==> config.mk <==
export PLATFORM = sky130hd
export DESIGN_NAME = addsub_slice_seq
export DESIGN_NICKNAME = d
export VERILOG_FILES = /design/src/rtl/alu_pkg.sv /design/src/rtl/slice_adder.sv /design/src/rtl/addsub_slice_seq.sv
export SDC_FILE = /design/constraint.sdc
export NUM_CORES = 1
export LEC_CHECK = 0
export BUFFER_PORTS_ARGS = -buffer_cell sky130_fd_sc_hd__buf_2
export CAP_MARGIN = 20
export CORE_MARGIN = 4
export CORE_UTILIZATION = 50
export CTS_BUF_LIST = sky130_fd_sc_hd__clkbuf_8
export DETAILED_ROUTE_END_ITERATION = 8
export GPL_TIMING_DRIVEN = 0
export PLACE_DENSITY = 0.73
export SLEW_MARGIN = 20
export SYNTH_ARGS = -nofsm -noshare
export SYNTH_HDL_FRONTEND = slang
export SYNTH_SLANG_ARGS = --single-unit
==> constraint.sdc <==
create_clock -name clk -period 3.6 [get_ports clk]
set_clock_uncertainty 0.1 [all_clocks]
set_input_delay 0.54 -clock clk [delete_from_list [all_inputs] [get_ports clk]]
set_output_delay 0.54 -clock clk [all_outputs]
set_load 0.005 [all_outputs]
==> src/rtl/alu_pkg.sv <==
// Shared ALU definitions: FSM state encoding, operation encoding and slice-count helper.
package alu_pkg;

  localparam logic [1:0] ST_IDLE = 2'd0;
  localparam logic [1:0] ST_BUSY = 2'd1;
  localparam logic [1:0] ST_DONE = 2'd2;

  localparam logic ALU_ADD = 1'b0;
  localparam logic ALU_SUB = 1'b1;

  function automatic int num_slices(input int width, input int slice);
    return width / slice;
  endfunction

endpackage

==> src/rtl/slice_adder.sv <==
// Combinational SLICE-bit adder; also reports the carry into its top bit for signed overflow.
module slice_adder #(
  parameter int SLICE = 8
) (
  input  logic [SLICE-1:0] a,
  input  logic [SLICE-1:0] b,
  input  logic             cin,
  output logic [SLICE-1:0] sum,
  output logic             cout,
  output logic             c_into_msb
);

  always_comb begin
    {cout, sum} = {1'b0, a} + {1'b0, b} + {{SLICE{1'b0}}, cin};
    // Recover the carry into the top bit from its sum: s = a ^ b ^ c.
    c_into_msb  = a[SLICE-1] ^ b[SLICE-1] ^ sum[SLICE-1];
  end

endmodule

==> src/rtl/addsub_slice_seq.sv <==
// Multi-cycle add/subtract: WIDTH-bit operands processed SLICE bits per cycle, LSB slice first.
// Handshake: a transfer happens on a rising edge where valid and ready are both 1; in_ready is 1
// only in IDLE, out_valid is 1 only in DONE and holds result and flags until out_ready is seen.
module addsub_slice_seq
  import alu_pkg::*;
#(
  parameter int WIDTH = 32,
  parameter int SLICE = 8
) (
  input  logic             clk,
  input  logic             rst_n,
  input  logic             in_valid,
  output logic             in_ready,
  input  logic [WIDTH-1:0] A,
  input  logic [WIDTH-1:0] B,
  input  logic             ctrl,
  input  logic             Sign,
  output logic             out_valid,
  input  logic             out_ready,
  output logic [WIDTH-1:0] dout,
  output logic             Z,
  output logic             V,
  output logic             N,
  output logic             C,
  output logic [1:0]       state_dbg
);

  localparam int NS = num_slices(WIDTH, SLICE);
  localparam int IW = (NS > 1) ? $clog2(NS) : 1;

  logic [1:0]       state;
  logic [IW-1:0]    idx;
  logic [WIDTH-1:0] a_sh;
  logic [WIDTH-1:0] bx_sh;
  logic [WIDTH-1:0] res_r;
  logic [WIDTH-1:0] res_next;
  logic             carry_r;
  logic             ctrl_r;
  logic             sign_r;

  logic [SLICE-1:0] sum;
  logic             cout;
  logic             c_into_msb;
  logic             last;
  logic             v_s;
  logic             v_u;

  // Operands shift right each slice so the adder always sees bits [SLICE-1:0].
  slice_adder #(.SLICE(SLICE)) u_slice_adder (
    .a          (a_sh[SLICE-1:0]),
    .b          (bx_sh[SLICE-1:0]),
    .cin        (carry_r),
    .sum        (sum),
    .cout       (cout),
    .c_into_msb (c_into_msb)
  );

  always_comb begin
    res_next = res_r >> SLICE;
    res_next[WIDTH-1 -: SLICE] = sum;
    last = (idx == IW'(NS - 1));
    v_s  = c_into_msb ^ cout;
    v_u  = ctrl_r ? ~cout : cout;
  end

  assign in_ready  = (state == ST_IDLE);
  assign out_valid = (state == ST_DONE);
  assign state_dbg = state;

  always_ff @(posedge clk) begin
    if (!rst_n) begin
      state   <= ST_IDLE;
      idx     <= '0;
      a_sh    <= '0;
      bx_sh   <= '0;
      res_r   <= '0;
      carry_r <= 1'b0;
      ctrl_r  <= 1'b0;
      sign_r  <= 1'b0;
      dout    <= '0;
      Z       <= 1'b0;
      V       <= 1'b0;
      N       <= 1'b0;
      C       <= 1'b0;
    end else begin
      case (state)
        ST_IDLE: begin
          if (in_valid) begin
            a_sh    <= A;
            // Subtraction is A + ~B + 1; the +1 enters as the first carry-in.
            bx_sh   <= (ctrl == ALU_SUB) ? ~B : B;
            carry_r <= ctrl;
            ctrl_r  <= ctrl;
            sign_r  <= Sign;
            idx     <= '0;
            state   <= ST_BUSY;
          end
        end
        ST_BUSY: begin
          a_sh    <= a_sh >> SLICE;
          bx_sh   <= bx_sh >> SLICE;
          carry_r <= cout;
          res_r   <= res_next;
          idx     <= idx + 1'b1;
          if (last) begin
            state <= ST_DONE;
            dout  <= res_next;
            Z     <= ~|res_next;
            C     <= cout;
            V     <= sign_r ? v_s : v_u;
            N     <= sign_r ? (res_next[WIDTH-1] ^ v_s) : (ctrl_r & ~cout);
          end
        end
        ST_DONE: begin
          if (out_ready) state <= ST_IDLE;
        end
        default: state <= ST_IDLE;
      endcase
    end
  end

endmodule
==> metrics list, run 1 <==
- Slowest stage cell on the critical path: sky130_fd_sc_hd__fa_1
- Critical path startpoint category: flip-flop
- Of the total synthesized cell area, the portion taken by full adders, half adders and majority gates is 2.59%.
- Area of the core: 0.0115 mm^2
- The floorplan step defined a die boundary enclosing 0.0136 mm^2.
- After technology mapping, the gate count stands at 691.
- Total detailed-routing wirelength: 15000 um
- IR analysis of the VDD net gives a maximum drop of 0.325 mV.
* Cell area power density: 453 mW/mm^2
- Buffer levels on the longest clock path: 2
* Switch share: 27.3%
- The most numerous cell type found on the critical path is sky130_fd_sc_hd__fa_1.
- Total via count in the routed design: 5261
- Wire length per cell after detailed routing: 15.4 um
* Synth Warn #: 0
* Signal arrival time at the worst endpoint: 3.25 ns
- Summed over all cells, the static leakage comes to 3.07 nW.
- In this run the mean area of a mapped cell was 8.52 um^2.
* Pins Over Slew Limit: 0
- For this run, asynchronously set or reset flops after synthesis account for 0%.
* Number of antenna violations at the first check in global routing: 0
* HP Class: primary input to flip-flop
- Measured against the total synthesized area, the mux share comes to 0%.
* Complex-gate fraction of the synthesized area: 21.0%
* Clock tree from TritonCTS: done
- Clock network fraction of total power: 34.4%
* Count of H-tree levels built during CTS: 4
* Clk_lat worst skew: 0.43 ns
- CP Class: flip-flop to flip-flop
* ANT nets after route: 0
- Worst Reg-to-Reg Cells: 10
* HPWL after detailed placement: 11400 um
- Dominant combinational cell family by area after synthesis: simple AND/OR/NAND/NOR gates
* Effective utilization at floorplan: 51.3%
- Internal power of the cells: 0.00228 W
* Setup Total Neg Slack: 0 ns
- Post-CTS repair changed the size of 0 cells.
- Of the total power, registers draw 50.5%.
* Result of the run: completed
* Post-route fraction of the period consumed by the critical path: 84.0%
- Maxcap violations: 0
* Final design utilization: 60.5%
* Global-route wire length before repair: 24400 um
- Syn nets: 772
* Inserted Clock Buffers: 17
- Endpoints failing hold: 0
- Walking the worst path, the cells encountered are fa_1 > fa_1 > a21o_1 > a221oi_1 > o21a_1 > ha_1 > inv_1 > o21ai_0 > nor2_1 > a32o_1.
* Largest driver fanout on the critical path: 6
* Simple-gate area share of the yosys netlist: 22.5%
- In this run the critical register-to-register path is captured at V$_SDFFE_PN0P_.
- The tree is rooted in a sky130_fd_sc_hd__clkbuf_8.
* Die extent in y: 117 um
- # diodes: 0
- Register-to-register setup slack: 0.58 ns
* Hold Buf Count CTS: 0
- The design draws 0.00314 W.
* Remaining max-slew budget at the tightest pin: 63.3%
* DRC violation count after routing: 0
* Predominant post-synthesis flop cell: sky130_fd_sc_hd__dfxtp_1
- Endpoint of the most critical setup path: V$_SDFFE_PN0P_
- After global routing the overflow that remains totals 0.
- Post-synthesis sequential area ratio: 44.5%
- From synthesis to final layout, the design area changed by 17.8%.
- Count of different cell masters after synthesis: 40
- For this design, the sink count on the clock tree is 131.
* Proportion of layout cells with a drive suffix above 1: 17.4%
- Required time reported for the critical path endpoint: 3.83 ns
- Router iterations before antenna repair: 5
- Summing the areas of all xor and xnor instances in the mapped netlist gives 5.65% of the synthesized area.
- Fin Hold WS: 0.245 ns
- Counting I/O delays and the setup requirement, the final critical path takes 3.02 ns.
- After the first detailed-routing iteration, the DRC count stood at 360.
- Buffers placed on the I/O ports in this run total 107.
* Number of vias per cell: 5.42
- Max frequency: 331 MHz
- Count of flip-flops with a built-in enable after synthesis: 0
- Setup repair after global routing left no endpoint under its margin.
- The number of setup buffers added after CTS is 0.
* Number of global-route vias before repair: 5053
- Delay of the slowest critical-path stage: 0.48 ns
* Final Setup Violations: 0
- Timing startpoint of the critical path: a_sh[0]$_SDFFE_PN0P_
- Global routing consumed, over all layers together, 23.0% of the routing resources.
- Entering global routing, the biggest net connects 17 pins.
- In this run the critical register-to-register path is launched from a_sh[0]$_SDFFE_PN0P_.
- STA classifies the critical path endpoint as a flip-flop.
- From left edge to right edge, the die measures 117 um.
- 110 I/O pins were placed.
* Register bit count reported by yosys: 131
- Final weighted congestion in routability-driven placement: 0.892
- Site row count: 39
- Clock-pin slew of the registers on the worst-case setup and hold paths: 0.07 ns
* Switching pwr: 0.000857 W
- Of the total power, combinational logic draws 15.1%.
- Total Nets Final: 898
- Slew at the pin closest to its max-slew limit: 0.551 ns
- Area of the mapped netlist: 0.00589 mm^2
[Yosys cell counts (2+ instances only)]
cell type | count | area, um^2
sky130_fd_sc_hd__clkbuf_1 | 46 | 173
sky130_fd_sc_hd__and2_1 | 7 | 43.8
sky130_fd_sc_hd__nor2b_1 | 28 | 175
sky130_fd_sc_hd__nor4_1 | 6 | 37.5
sky130_fd_sc_hd__o21bai_2 | 2 | 22.5
sky130_fd_sc_hd__a221oi_1 | 25 | 219
sky130_fd_sc_hd__xnor2_1 | 30 | 263
sky130_fd_sc_hd__a21oi_1 | 4 | 20.0
sky130_fd_sc_hd__o211ai_1 | 2 | 15.0
sky130_fd_sc_hd__o211a_1 | 28 | 280
sky130_fd_sc_hd__nand3_1 | 43 | 215
sky130_fd_sc_hd__a21boi_1 | 65 | 488
sky130_fd_sc_hd__buf_1 | 4 | 15.0
sky130_fd_sc_hd__fa_1 | 2 | 40.0
sky130_fd_sc_hd__dfxtp_1 | 131 | 2620
sky130_fd_sc_hd__inv_1 | 2 | 7.51
sky130_fd_sc_hd__a211oi_1 | 2 | 15.0
sky130_fd_sc_hd__nand2_1 | 175 | 657
sky130_fd_sc_hd__o21ai_0 | 8 | 40.0
sky130_fd_sc_hd__buf_2 | 5 | 25.0
sky130_fd_sc_hd__a21o_1 | 2 | 15.0
sky130_fd_sc_hd__ha_1 | 9 | 113
sky130_fd_sc_hd__xor2_1 | 8 | 70.1
sky130_fd_sc_hd__nor2_1 | 36 | 135
sky130_fd_sc_hd__o21ai_1 | 3 | 15.0
sky130_fd_sc_hd__o21a_1 | 4 | 30.0
[critical path, delay by kind of cell, from the launching register on]
kind,cells,cell delay (ns)
AOI/OAI and AO/OA,5,1.32
buffers and inverters,1,0.03
DFF,1,0.34
adders and majority gates,3,1.08
and+or+nand+nor,1,0.05
[routing by layer]
metal | GRT usage (%) | wire length [um]
met5 | 0 | 0
met4 | 7.27 | 291
met3 | 5.49 | 801
met2 | 38.6 | 7270
met1 | 29.1 | 6600
[placed cells by master (no fill, tap or decap), types with 2 or more instances in the layout]
master,instances
sky130_fd_sc_hd__a21o_1,2
sky130_fd_sc_hd__and2_1,7
sky130_fd_sc_hd__a221oi_1,25
sky130_fd_sc_hd__ha_1,9
sky130_fd_sc_hd__o211ai_1,2
sky130_fd_sc_hd__nand3_1,43
sky130_fd_sc_hd__nor2b_1,28
sky130_fd_sc_hd__o21ai_1,3
sky130_fd_sc_hd__o211a_1,28
sky130_fd_sc_hd__nor4_1,6
sky130_fd_sc_hd__buf_2,112
sky130_fd_sc_hd__o21a_1,4
sky130_fd_sc_hd__o21ai_0,8
sky130_fd_sc_hd__a21oi_1,4
sky130_fd_sc_hd__nor2_1,36
sky130_fd_sc_hd__clkbuf_1,46
sky130_fd_sc_hd__xor2_1,8
sky130_fd_sc_hd__o21bai_2,2
sky130_fd_sc_hd__dfxtp_1,131
sky130_fd_sc_hd__fa_1,2
sky130_fd_sc_hd__clkbuf_8,19
sky130_fd_sc_hd__a21boi_1,65
sky130_fd_sc_hd__clkinv_2,4
sky130_fd_sc_hd__inv_1,6
sky130_fd_sc_hd__buf_1,4
sky130_fd_sc_hd__nand2_1,175
sky130_fd_sc_hd__a211oi_1,2
sky130_fd_sc_hd__xnor2_1,30
[per-stage QoR]
stage               instance area [um^2]  setup slack, ns  instances
detailed placement                  6600            0.604        941
global route                        6940            0.279        970
floorplan                           5890            0.892        691
CTS                                 6940            0.592        970
global placement                    6600            0.626        941
finish                              6940            0.577        970
[layout make-up]
type / instances / area (um^2)
buffer: 55 / 213
clock buffer: 19 / 262
clock inverter: 10 / 72.6
fill: 1015 / 4530
inverter: 2 / 7.51
multi-input combinational: 503 / 3050
sequential: 131 / 2620
tap: 143 / 179
timing repair buffer: 107 / 536
[worst min path at each step]
| stage | slack, ns | start | endpoint | cells past startpoint |
|---|---|---|---|---|
| 2_1_floorplan | 0.34 | bx_sh[24]$_SDFFE_PN0P_ | bx_sh[24]$_SDFFE_PN0P_ | 2 |
| 3_3_place_gp | 0.34 | dout[6]$_SDFFE_PN0P_ | dout[6]$_SDFFE_PN0P_ | 2 |
| 3_5_place_dp | 0.34 | dout[13]$_SDFFE_PN0P_ | dout[13]$_SDFFE_PN0P_ | 2 |
| 4_1_cts | 0.23 | A[29] | a_sh[29]$_SDFFE_PN0P_ | 3 |
| 5_1_grt | 0.23 | A[28] | a_sh[28]$_SDFFE_PN0P_ | 3 |
| 6_report | 0.24 | A[29] | a_sh[29]$_SDFFE_PN0P_ | 3 |
[state kept, by name, summed over array words and instances, names as in the netlist, 2 cells and up]
signal / cells
a_sh: 32
dout: 32
state_dbg: 2
bx_sh: 32
res_r: 24
idx: 2
[cell families (layout without fill, tap and decap cells)]
family                   after synthesis  in the layout
XOR/XNOR                              38             38
buffers and inverters                 57            193
AND/OR/NAND/NOR                      303            303
adder cells (fa/ha/maj)               11             11
AO/OA/AOI/OAI                        151            151
flip-flops                           131            131
[power by group through the flow]
stage | Clock (W) | Sequential [W] | Combinational (W)
after floorplan | 0 | 0.00159 | 0.000338
after global placement | 0 | 0.00161 | 0.000455
after detailed placement | 0 | 0.00162 | 0.000470
after CTS | 0.00109 | 0.00158 | 0.000473
after global routing | 0.00116 | 0.00159 | 0.000531
final | 0.00108 | 0.00158 | 0.000475
(Power assumes the default switching activity.)
==> run 2: changes to the inputs <==
==> constraint.sdc (replaced) <==
create_clock -name clk -period 2.79 [get_ports clk]
set_clock_uncertainty 0.1 [all_clocks]
set_input_delay 0.4185 -clock clk [delete_from_list [all_inputs] [get_ports clk]]
set_output_delay 0.4185 -clock clk [all_outputs]
set_load 0.005 [all_outputs]
==> metrics list, run 2 (synthesized netlist as in run 1, its figures left out) <==
- Total routing usage reported by global routing: 23.0%
- Final Setup Violations: 0
- Combined buffer and inverter count along the critical path: 0
- Total Nets Final: 902
- In this run, placement finished with an instance count of 941.
* Clock tree from TritonCTS: done
* Largest driver fanout on the critical path: 2
- In this run the tightest slew margin relative to its limit is 63.0%.
- Number of antenna violations at the first check in global routing: 0
* Cell seen most often among critical-path stages: sky130_fd_sc_hd__fa_2
* Post-detailed-placement cell area: 0.00660 mm^2
* CP Class: flip-flop to flip-flop
- The library cell used most frequently in the layout, excluding fill and tap cells, is sky130_fd_sc_hd__nand2_1.
- In this run the number of H-tree levels came out at 4.
- Num ports: 110
* Wire length per cell after detailed routing: 15.5 um
- The first detailed-routing pass ran for 5 iterations.
- The repair_antennas step left the layout with diodes totalling 0.
- Met1 capacity usage during global routing: 29.0%
- The finished cells cover 0.00699 mm^2.
* Worst Reg-to-Reg Cells: 8
- The core region is 0.0115 mm^2.
* Die extent in y: 117 um
- The worst path needs 2.64 ns of the cycle, external delays included.
- For this design, the sink count on the clock tree is 131.
- Hold repair after CTS inserted 0 buffers.
* Inserted Clock Buffers: 17
- After floorplanning, the core was divided into 39 placement rows.
- Effective utilization at floorplan: 51.3%
- The path class of the tightest hold or removal check is primary input to flip-flop.
* Final design utilization: 61.0%
* Number of vias per cell: 5.42
- Maxcap violations: 0
- Cell breakdown of the critical path: fa_2 > fa_2 > a21o_1 > a21oi_2 > xor2_1 > nand4_2 > a2111o_1 > a21boi_1
- Setup total negative slack on the finished layout was measured at 0 ns.
- Cells with a size suffix above 1 make up 18.4% of the layout.
* Required time reported for the critical path endpoint: 3.06 ns
- Global routing finished with a remaining overflow of 0.
- Routing layer with the top usage in global route: met2
- Delay of the slowest critical-path stage: 0.43 ns
* Signal arrival time at the worst endpoint: 2.91 ns
* Depth of the worst hold-timing path: 3
* Iteration-0 DRC count of the detailed router: 382
* Clock-pin slew of the registers on the worst-case setup and hold paths: 0.07 ns
* Final weighted congestion in routability-driven placement: 0.892
- Total via count in the routed design: 5282
* Clk_lat worst skew: 0.44 ns
- Setup repair after global routing left no endpoint under its margin.
- Met2 capacity usage during global routing: 38.8%
* Number of stages on the worst setup path: 8
- In this run the power density over the cells is 582 mW/mm^2.
* Area enclosed by the die boundary: 0.0136 mm^2
* Critical path capture point type: flip-flop
- The finished layout holds 974 standard cells, fillers aside.
* Register-to-register setup slack: 0.15 ns
* Overall power of the completed layout: 0.00407 W
- The clock passes through at most 2 buffers.
- IR Drop Worst-Case VDD: 0.421 mV
- Global routing usage on met3: 5.54%
* Buffers added on ports: 107
* Total detailed-routing wirelength: 15100 um
- DRC violation count after routing: 0
- Slew at the pin closest to its max-slew limit: 0.555 ns
- Pleak: 3.09 nW
- The worst setup path is launched from a flip-flop.
- Largest delay share family, worst path: compound AO/OA/AOI/OAI gates
- Entering global routing, the biggest net connects 17 pins.
- Global-route wire length before repair: 24500 um
* Top flop regs: a_sh (32), bx_sh (32), dout (32)
- Once detail routing completed, the nets flagged for antenna violations numbered 0.
- Detailed placement ended at an HPWL of 11400 um.
* Max frequency: 379 MHz
* Post-route fraction of the period consumed by the critical path: 94.7%
- Result of the run: completed
- The tree is rooted in a sky130_fd_sc_hd__clkbuf_8.
* Endpoints failing hold: 0
* Area added between synthesis and finish: 18.8%
- Slowest stage cell on the critical path: sky130_fd_sc_hd__a2111o_1
- The via count of the first global-routing pass is 5075.
- Pins Over Slew Limit: 0
- Most frequent cells in the layout: sky130_fd_sc_hd__nand2_1, sky130_fd_sc_hd__dfxtp_1, sky130_fd_sc_hd__buf_2
- Die W: 117 um
[run 2: path summary, 6_finish.rpt]
| path | endpoint | startpoint |
|---|---|---|
| worst max-delay path | Z$_SDFFE_PN0P_ | bx_sh[0]$_SDFFE_PN0P_ |
| worst min-delay path | a_sh[29]$_SDFFE_PN0P_ | A[29] |
| worst max register to register | Z$_SDFFE_PN0P_ | bx_sh[0]$_SDFFE_PN0P_ |
| worst min register to register | dout[15]$_SDFFE_PN0P_ | dout[15]$_SDFFE_PN0P_ |
[run 2: per-stage QoR]
| step | hold slack [ns] | worst slack (ns) |
|---|---|---|
| after floorplan | 0.343 | 0.0822 |
| after global placement | 0.339 | -0.184 |
| after detailed placement | 0.342 | -0.206 |
| after CTS | 0.111 | -0.00861 |
| after global routing | 0.106 | 0.0662 |
| final | 0.119 | 0.149 |
[run 2: layout make-up]
| type | instances | area [um^2] |
|---|---|---|
| multi-input cells | 503 | 3070 |
| flip-flops and latches | 131 | 2620 |
| repair buffers | 111 | 566 |
| clock inverters | 10 | 72.6 |
| fillers | 1003 | 4470 |
| well taps | 143 | 179 |
| plain buffers | 55 | 213 |
| inverters | 2 | 7.51 |
| clock buffers | 19 | 262 |
[run 2: worst min-delay path: stages]
cell,delay [ns]
sky130_fd_sc_hd__buf_2,0.10
sky130_fd_sc_hd__nand2_1,0.05
sky130_fd_sc_hd__a21boi_1,0.05
[run 2: metal layers]
layer	vias to the layer above	share of wire [%]
met5	-	0
met4	0	2.2
met3	27	5.4
met2	179	49
met1	2461	44
li1	2615	-
[run 2: timing repair]
item,in CTS,in global routing
setup endpoints to repair,3,2
buffers inserted,1,3
gates resized for setup,2,5
pin swaps,1,1
[run 2: report_power, final]
group / internal, W / switching (W) / total, W
clock: 0.000715 / 0.000677 / 0.00139
sequential: 0.00197 / 0.0000774 / 0.00205
combinational: 0.000275 / 0.000359 / 0.000634
total: 0.00296 / 0.00111 / 0.00407
